<file path="config.mk">
export PLATFORM = sky130hd
export DESIGN_NAME = fft_ctrl
export DESIGN_NICKNAME = d
export VERILOG_FILES = /design/src/rtl/fft_pkg.sv /design/src/rtl/fft_twiddle_rom.sv /design/src/rtl/fft_ctrl.sv
export SDC_FILE = /design/constraint.sdc
export NUM_CORES = 1
export LEC_CHECK = 0
export BUFFER_PORTS_ARGS = -buffer_cell sky130_fd_sc_hd__buf_2
export CORE_MARGIN = 2
export CORE_UTILIZATION = 50
export CTS_CLUSTER_DIAMETER = 50
export DETAILED_ROUTE_END_ITERATION = 12
export PLACE_DENSITY_LB_ADDON = 0.3
export SYNTH_ARGS = -nofsm -noshare
export SYNTH_HDL_FRONTEND = slang
export SYNTH_SLANG_ARGS = --single-unit
</file>
<file path="constraint.sdc">
create_clock -name clk -period 4.71 [get_ports clk]
set_input_delay 0.942 -clock clk [delete_from_list [all_inputs] [get_ports clk]]
set_output_delay 0.942 -clock clk [all_outputs]
set_load 0.03 [all_outputs]
</file>
<file path="src/rtl/fft_pkg.sv">
// Shared types, Q1.15 constants and helper functions for the radix-2 FFT sequencer.
// Holds the quarter-wave cosine table from which all N<=64 twiddles are derived.
package fft_pkg;

  localparam int MAX_LOG2N = 6;

  typedef logic [MAX_LOG2N-1:0] addr_t;

  typedef struct packed {
    logic signed [15:0] re;
    logic signed [15:0] im;
  } sample_t;

  typedef enum logic [1:0] {
    ST_LOAD,
    ST_ISSUE,
    ST_DRAIN,
    ST_UNLOAD
  } state_t;

  localparam logic signed [15:0] ONE     = 16'sh7fff;
  localparam logic signed [15:0] NEG_ONE = 16'sh8001;

  // round(32768*cos(2*pi*k/64)) for k = 0..16, saturated to ONE at k = 0.
  localparam logic signed [15:0] COS_Q [17] = '{
    ONE,        16'sh7f62, 16'sh7d8a, 16'sh7a7d,
    16'sh7642,  16'sh70e3, 16'sh6a6e, 16'sh62f2,
    16'sh5a82,  16'sh5134, 16'sh471d, 16'sh3c57,
    16'sh30fc,  16'sh2528, 16'sh18f9, 16'sh0c8c,
    16'sh0000
  };

  // Reverses the low 'bits' bits of i; upper bits of the result are zero.
  function automatic addr_t bitrev(input addr_t i, input int bits);
    addr_t r;
    addr_t v;
    r = '0;
    v = i;
    for (int n = 0; n < MAX_LOG2N; n++) begin
      if (n < bits) begin
        r = {r[MAX_LOG2N-2:0], v[0]};
        v = v >> 1;
      end
    end
    return r;
  endfunction

  // W_64^k for k = 0..31, folded onto the first quadrant of the cosine table.
  function automatic sample_t tw64(input logic [4:0] k);
    sample_t t;
    if (k <= 5'd16) begin
      t.re = COS_Q[k];
      t.im = -COS_Q[5'd16 - k];
    end else begin
      t.re = -COS_Q[5'd0 - k];
      t.im = -COS_Q[k - 5'd16];
    end
    return t;
  endfunction

endpackage

</file>
<file path="src/rtl/fft_twiddle_rom.sv">
// Combinational twiddle lookup: index k (0..N/2-1) -> W_N^k in Q1.15.
// W_N^k equals W_64^(k*64/N), so the 64-point table serves every legal N.
module fft_twiddle_rom
  import fft_pkg::*;
#(
  parameter int N = 8
) (
  input  logic [$clog2(N)-2:0] k,
  output sample_t              tw
);

  localparam int LOG2N = $clog2(N);

  logic [4:0] k64;

  assign k64 = 5'(k) << (MAX_LOG2N - LOG2N);
  assign tw  = tw64(k64);

endmodule

</file>
<file path="src/rtl/fft_ctrl.sv">
// In-place radix-2 DIT FFT sequencer: loads samples in bit-reversed order, issues one
// butterfly per cycle to an external BFU, writes results back, then streams bins out.
module fft_ctrl
  import fft_pkg::*;
#(
  parameter int N       = 8,
  parameter int BFU_LAT = 2
) (
  input  logic               clk,
  input  logic               reset,
  input  logic               in_valid,
  output logic               in_ready,
  input  logic signed [15:0] in_real,
  input  logic signed [15:0] in_imag,
  output logic               out_valid,
  input  logic               out_ready,
  output logic signed [15:0] out_real,
  output logic signed [15:0] out_imag,
  output logic               out_last,
  output logic               bfu_valid,
  output logic signed [15:0] g_real,
  output logic signed [15:0] g_imag,
  output logic signed [15:0] h_real,
  output logic signed [15:0] h_imag,
  output logic signed [15:0] Tw_real,
  output logic signed [15:0] Tw_imag,
  input  logic signed [15:0] x_real,
  input  logic signed [15:0] x_imag,
  input  logic signed [15:0] y_real,
  input  logic signed [15:0] y_imag
);

  localparam int LOG2N = $clog2(N);
  localparam int AW    = LOG2N;
  localparam int BW    = LOG2N - 1;
  localparam int DW    = $clog2(BFU_LAT) + 1;

  state_t          state;
  state_t          state_nxt;
  logic [AW-1:0]   idx;
  logic [AW-1:0]   stage;
  logic [BW-1:0]   bfly;
  logic [DW-1:0]   dcnt;

  logic [BFU_LAT-1:0] tag_v;
  logic [AW-1:0]      tag_top [BFU_LAT];
  logic [AW-1:0]      tag_bot [BFU_LAT];

  sample_t         mem [N];

  logic [AW-1:0]   bfly_ext;
  logic [AW-1:0]   span;
  logic [AW-1:0]   grp_off;
  logic [AW-1:0]   top;
  logic [AW-1:0]   bot;
  logic [BW-1:0]   tw_k;
  logic [AW-1:0]   load_addr;
  sample_t         tw;

  logic            last_bfly;
  logic            last_drain;
  logic            last_stage;
  logic            last_idx;
  logic            issue;
  logic            accept;

  assign last_bfly  = (bfly == BW'(N / 2 - 1));
  assign last_drain = (dcnt == DW'(BFU_LAT - 1));
  assign last_stage = (stage == AW'(LOG2N - 1));
  assign last_idx   = (idx == AW'(N - 1));
  assign issue      = (state == ST_ISSUE);
  assign accept     = (state == ST_LOAD) && in_valid;
  assign load_addr  = AW'(bitrev(addr_t'(idx), LOG2N));

  // Butterfly b of stage s pairs top=(b>>s)*2m+j with bot=top+m, twiddle k=j*N/(2m).
  always_comb begin
    bfly_ext = AW'(bfly);
    span     = AW'(1) << stage;
    grp_off  = bfly_ext & (span - AW'(1));
    top      = ((bfly_ext >> stage) << (stage + AW'(1))) | grp_off;
    bot      = top | span;
    tw_k     = BW'(grp_off << (AW'(LOG2N - 1) - stage));
  end

  fft_twiddle_rom #(
    .N (N)
  ) u_twiddle_rom (
    .k  (tw_k),
    .tw (tw)
  );

  // NOTE: state is updated with non-blocking assignments so every flop samples
  // pre-edge values; blocking here would make results depend on block order.
  always_ff @(posedge clk or negedge reset) begin
    if (!reset) state <= ST_LOAD;
    else        state <= state_nxt;
  end

  always_comb begin
    state_nxt = state;
    case (state)
      ST_LOAD:   if (in_valid && last_idx) state_nxt = ST_ISSUE;
      ST_ISSUE:  if (last_bfly) state_nxt = ST_DRAIN;
      ST_DRAIN:  if (last_drain) state_nxt = last_stage ? ST_UNLOAD : ST_ISSUE;
      ST_UNLOAD: if (out_ready && last_idx) state_nxt = ST_LOAD;
      default:   state_nxt = ST_LOAD;
    endcase
  end

  // NOTE: every output gets a default before the case so no path leaves one
  // unassigned, which would otherwise infer a latch.
  always_comb begin
    in_ready  = 1'b0;
    out_valid = 1'b0;
    out_last  = 1'b0;
    out_real  = '0;
    out_imag  = '0;
    bfu_valid = 1'b0;
    g_real    = '0;
    g_imag    = '0;
    h_real    = '0;
    h_imag    = '0;
    Tw_real   = '0;
    Tw_imag   = '0;
    case (state)
      ST_LOAD: in_ready = 1'b1;
      ST_ISSUE: begin
        bfu_valid = 1'b1;
        g_real    = mem[top].re;
        g_imag    = mem[top].im;
        h_real    = mem[bot].re;
        h_imag    = mem[bot].im;
        Tw_real   = tw.re;
        Tw_imag   = tw.im;
      end
      ST_UNLOAD: begin
        out_valid = 1'b1;
        out_last  = last_idx;
        out_real  = mem[idx].re;
        out_imag  = mem[idx].im;
      end
      default: ;
    endcase
  end

  // idx serves as load index and unload index; both runs end by wrapping to 0.
  always_ff @(posedge clk or negedge reset) begin
    if (!reset) begin
      idx   <= '0;
      stage <= '0;
      bfly  <= '0;
      dcnt  <= '0;
    end else begin
      case (state)
        ST_LOAD:  if (in_valid) idx <= idx + AW'(1);
        ST_ISSUE: bfly <= bfly + BW'(1);
        ST_DRAIN: begin
          if (last_drain) begin
            dcnt  <= '0;
            stage <= last_stage ? '0 : stage + AW'(1);
          end else begin
            dcnt <= dcnt + DW'(1);
          end
        end
        ST_UNLOAD: if (out_ready) idx <= idx + AW'(1);
        default: ;
      endcase
    end
  end

  // Only the valid bits need reset: they alone decide whether a writeback happens.
  always_ff @(posedge clk or negedge reset) begin
    if (!reset) begin
      tag_v <= '0;
    end else begin
      tag_v[0] <= issue;
      for (int i = 1; i < BFU_LAT; i++) tag_v[i] <= tag_v[i-1];
    end
  end

  // NOTE: the sample store and tag addresses carry no reset; their contents are
  // don't-care until written, and a reset would block a plain register-file mapping.
  always_ff @(posedge clk) begin
    tag_top[0] <= top;
    tag_bot[0] <= bot;
    for (int i = 1; i < BFU_LAT; i++) begin
      tag_top[i] <= tag_top[i-1];
      tag_bot[i] <= tag_bot[i-1];
    end
    if (accept) mem[load_addr] <= '{re: in_real, im: in_imag};
    if (tag_v[BFU_LAT-1]) begin
      mem[tag_top[BFU_LAT-1]] <= '{re: x_real, im: x_imag};
      mem[tag_bot[BFU_LAT-1]] <= '{re: y_real, im: y_imag};
    end
  end

endmodule

</file>
==> metrics.cfg <==
[critical_path]
path_buf_inv = 3
path_cells = inv_2 -> ha_1 -> or4_4 -> nor2_4 -> buf_6 -> o21ai_0 -> a31o_2 -> nor4_1 -> buf_2
worst_ep_arrival_time_ns = 3.66
critPathSlowestCell = or4_4
cpLargestDelayFamily = simple AND/OR/NAND/NOR gates
slowest_delay_ns = 0.57
worstSetupEndpointType = primary output
critPathKind = flip-flop to primary output
cp-start-kind = flip-flop
cp_data_required_time_ns = 3.77
crit_fanout = 28

[floorplan]
num_rows = 76
die_w_um = 212
die_height_um = 212
io-pin-count = 232
start_util_pct = 50.4
core_region_area_um2 = 42800
die-area_um2 = 44800

[placement]
io_buffers = 231
gp_congestion = 0.915
hpwl_mm = 48.6

[global_routing]
grt_pass1_vias = 19900
grt_max_degree = 70
grt_pass1_wl_mm = 123
grt_overflow = 0
grt_usage_pct = 37.0
antenna_found_initial = 14

[yosys]
synth_cell_types = 60
synthTopCellsByCount = nand2_1, mux2i_1, edfxtp_1
synthMostInstantiatedCell = nand2_1
async_flop_share_pct = 4.96
syn_avg_cell_area_um2 = 9.11
synth_top_cell_by_area = edfxtp_1
syn_area_um2 = 21500
ys_ff_latch = 282
synth_cells = 2366
synthFlopType = edfxtp_1
yosysWarningCount = 0
synth_fp_nets = 2484
synth_top_area_share_pct = 35.7
synth.yosys.seq_area_share_pct = 38.4
synthTopCellsByArea = edfxtp_1, mux2i_1, nand2_1
synth_edf_count = 256

[timing]
final.period_utilization_pct = 97.6
fmax_ghz = 0.217
whs_ns = 0.291
setup_viol = 0
rsz0062_at_grt = no
layout_min_cycle_time_ns = 4.60
fin_skew_ns = 0.0138
maxSlewViolCount = 0
worst_pin_slew_ns = 1.00
finalHoldViolations = 0
relSlewSlack_pct = 33.2

[layout]
area_delta_synth_final_pct = 12.1
fillers = 3678
layout.nets = 2493
drive_gt1_share_pct = 20.7
post-route-util_pct = 56.5

[drt]
routed_wl_mm = 84.3
vias_per_cell = 7.07
drcViolationCount = 0
drtIter0Drc = 3550
vias = 20900
avgRoutedWirePerCell_um = 28.5
firstDrtPassIters = 6
ant_nets = 0

[clock_tree]
cts_tree = yes
numCtsBuffers = 39
hold_buffers = 0
clock_latency_ns = 0.55
htreeDepth = 2
clockBufferDepth = 3
cts.sinks = 282
path_clk_slew_ns = 0.05
cts_root_buf = clkbuf_16

[worst_hold_path]
min_path_type = input pin to async pin

[flow_run]
maxCapViolCount = 0

[run_status]
status = finished clean

metrics by stage:
step	instance area [um^2]	setup TNS, ns	setup slack (ns)	cells
final	24200	0	0.111	2959
after global routing	24200	0	0.0185	2955
after CTS	24100	0	0.0163	2946
after detailed placement	22700	-0.00556	-0.00556	2872
after global placement	22700	0	0.0748	2872
after floorplan	21500	0	0.250	2366
area by class of cell:
type / instances / area [um^2] / area share [%]
Timing Repair Buffer: 306 / 1890 / 7.81
Antenna cell: 9 / 22.5 / 0.0932
Tap cell: 546 / 683 / 2.83
Clock buffer: 44 / 1050 / 4.33
Inverter: 18 / 80.1 / 0.331
Multi-Input combinational cell: 1728 / 11900 / 49.2
Clock inverter: 26 / 273 / 1.13
Sequential cell: 282 / 8290 / 34.3
what timing repair did:
item | CTS | global route
setup buffers | 3 | 4
pin swaps | 4 | 1
gates cloned | 1 | 0
resized for setup | 10 | 6
endpoints found under the setup margin | 63 | 68
worst register-to-register path, delay by kind of cell, from the launching register on:
kind / cells / cell delay (ns)
flops: 1 / 0.99
buf+inv: 2 / 1.02
fa+ha+maj: 2 / 0.49
simple gates: 2 / 0.52
final timing paths:
check,start,endpoint,slack (ns),cells after the start
worst max-delay path,stage[0],g_real[4],0.11,9
worst max register to register,idx[1],mem[7][19],1.31,6
worst min register to register,tag_top[0][0],tag_top[0][3],0.33,0
worst min-delay path,reset,bfly[1],0.29,1
max in group asynchronous,reset,idx[0],4.15,1
min in group clk,tag_top[0][0],tag_top[0][3],0.33,0
registers in the layout (all words and copies together) (netlist names):
register	count
dcnt	2
mem	256
tag_v	2
state	2
stage	3
idx	3
tag_top	6
bfly	2
tag_bot	6
logic make-up after synthesis:
kind of cell | share of synthesized area [%]
and+or+nand+nor | 16.1
AOI/OAI and AO/OA | 18.2
buffers and inverters | 7.29
muxes | 18.7
DFF | 38.4
adders and majority gates | 1.05
xor gates and xnor gates | 0.244
routing by layer:
metal	wire (um)	track usage, %	vias to the layer above
li1	-	-	8768
met5	111	0	-
met4	5960	24.3	14
met1	29000	46.5	9788
met3	12700	10.2	463
met2	36600	55.9	1895
layout by cell type (no fill, tap or decap), types with 41 or more instances in the layout:
cell type  netlist  final
a211oi_1        90     90
a21oi_1        239    238
a32oi_1         64     64
and3_1          92     92
buf_2           55    230
buf_4           32     63
clkbuf_16        0     41
edfxtp_1       256    256
mux2i_1        257    257
mux4_2          64     64
nand2_1        408    408
nor2_1         143    140
o21ai_0        148    148
Power is not shown: default switching activity piles up to over one toggle a cycle in this logic, so the estimate is an artifact.
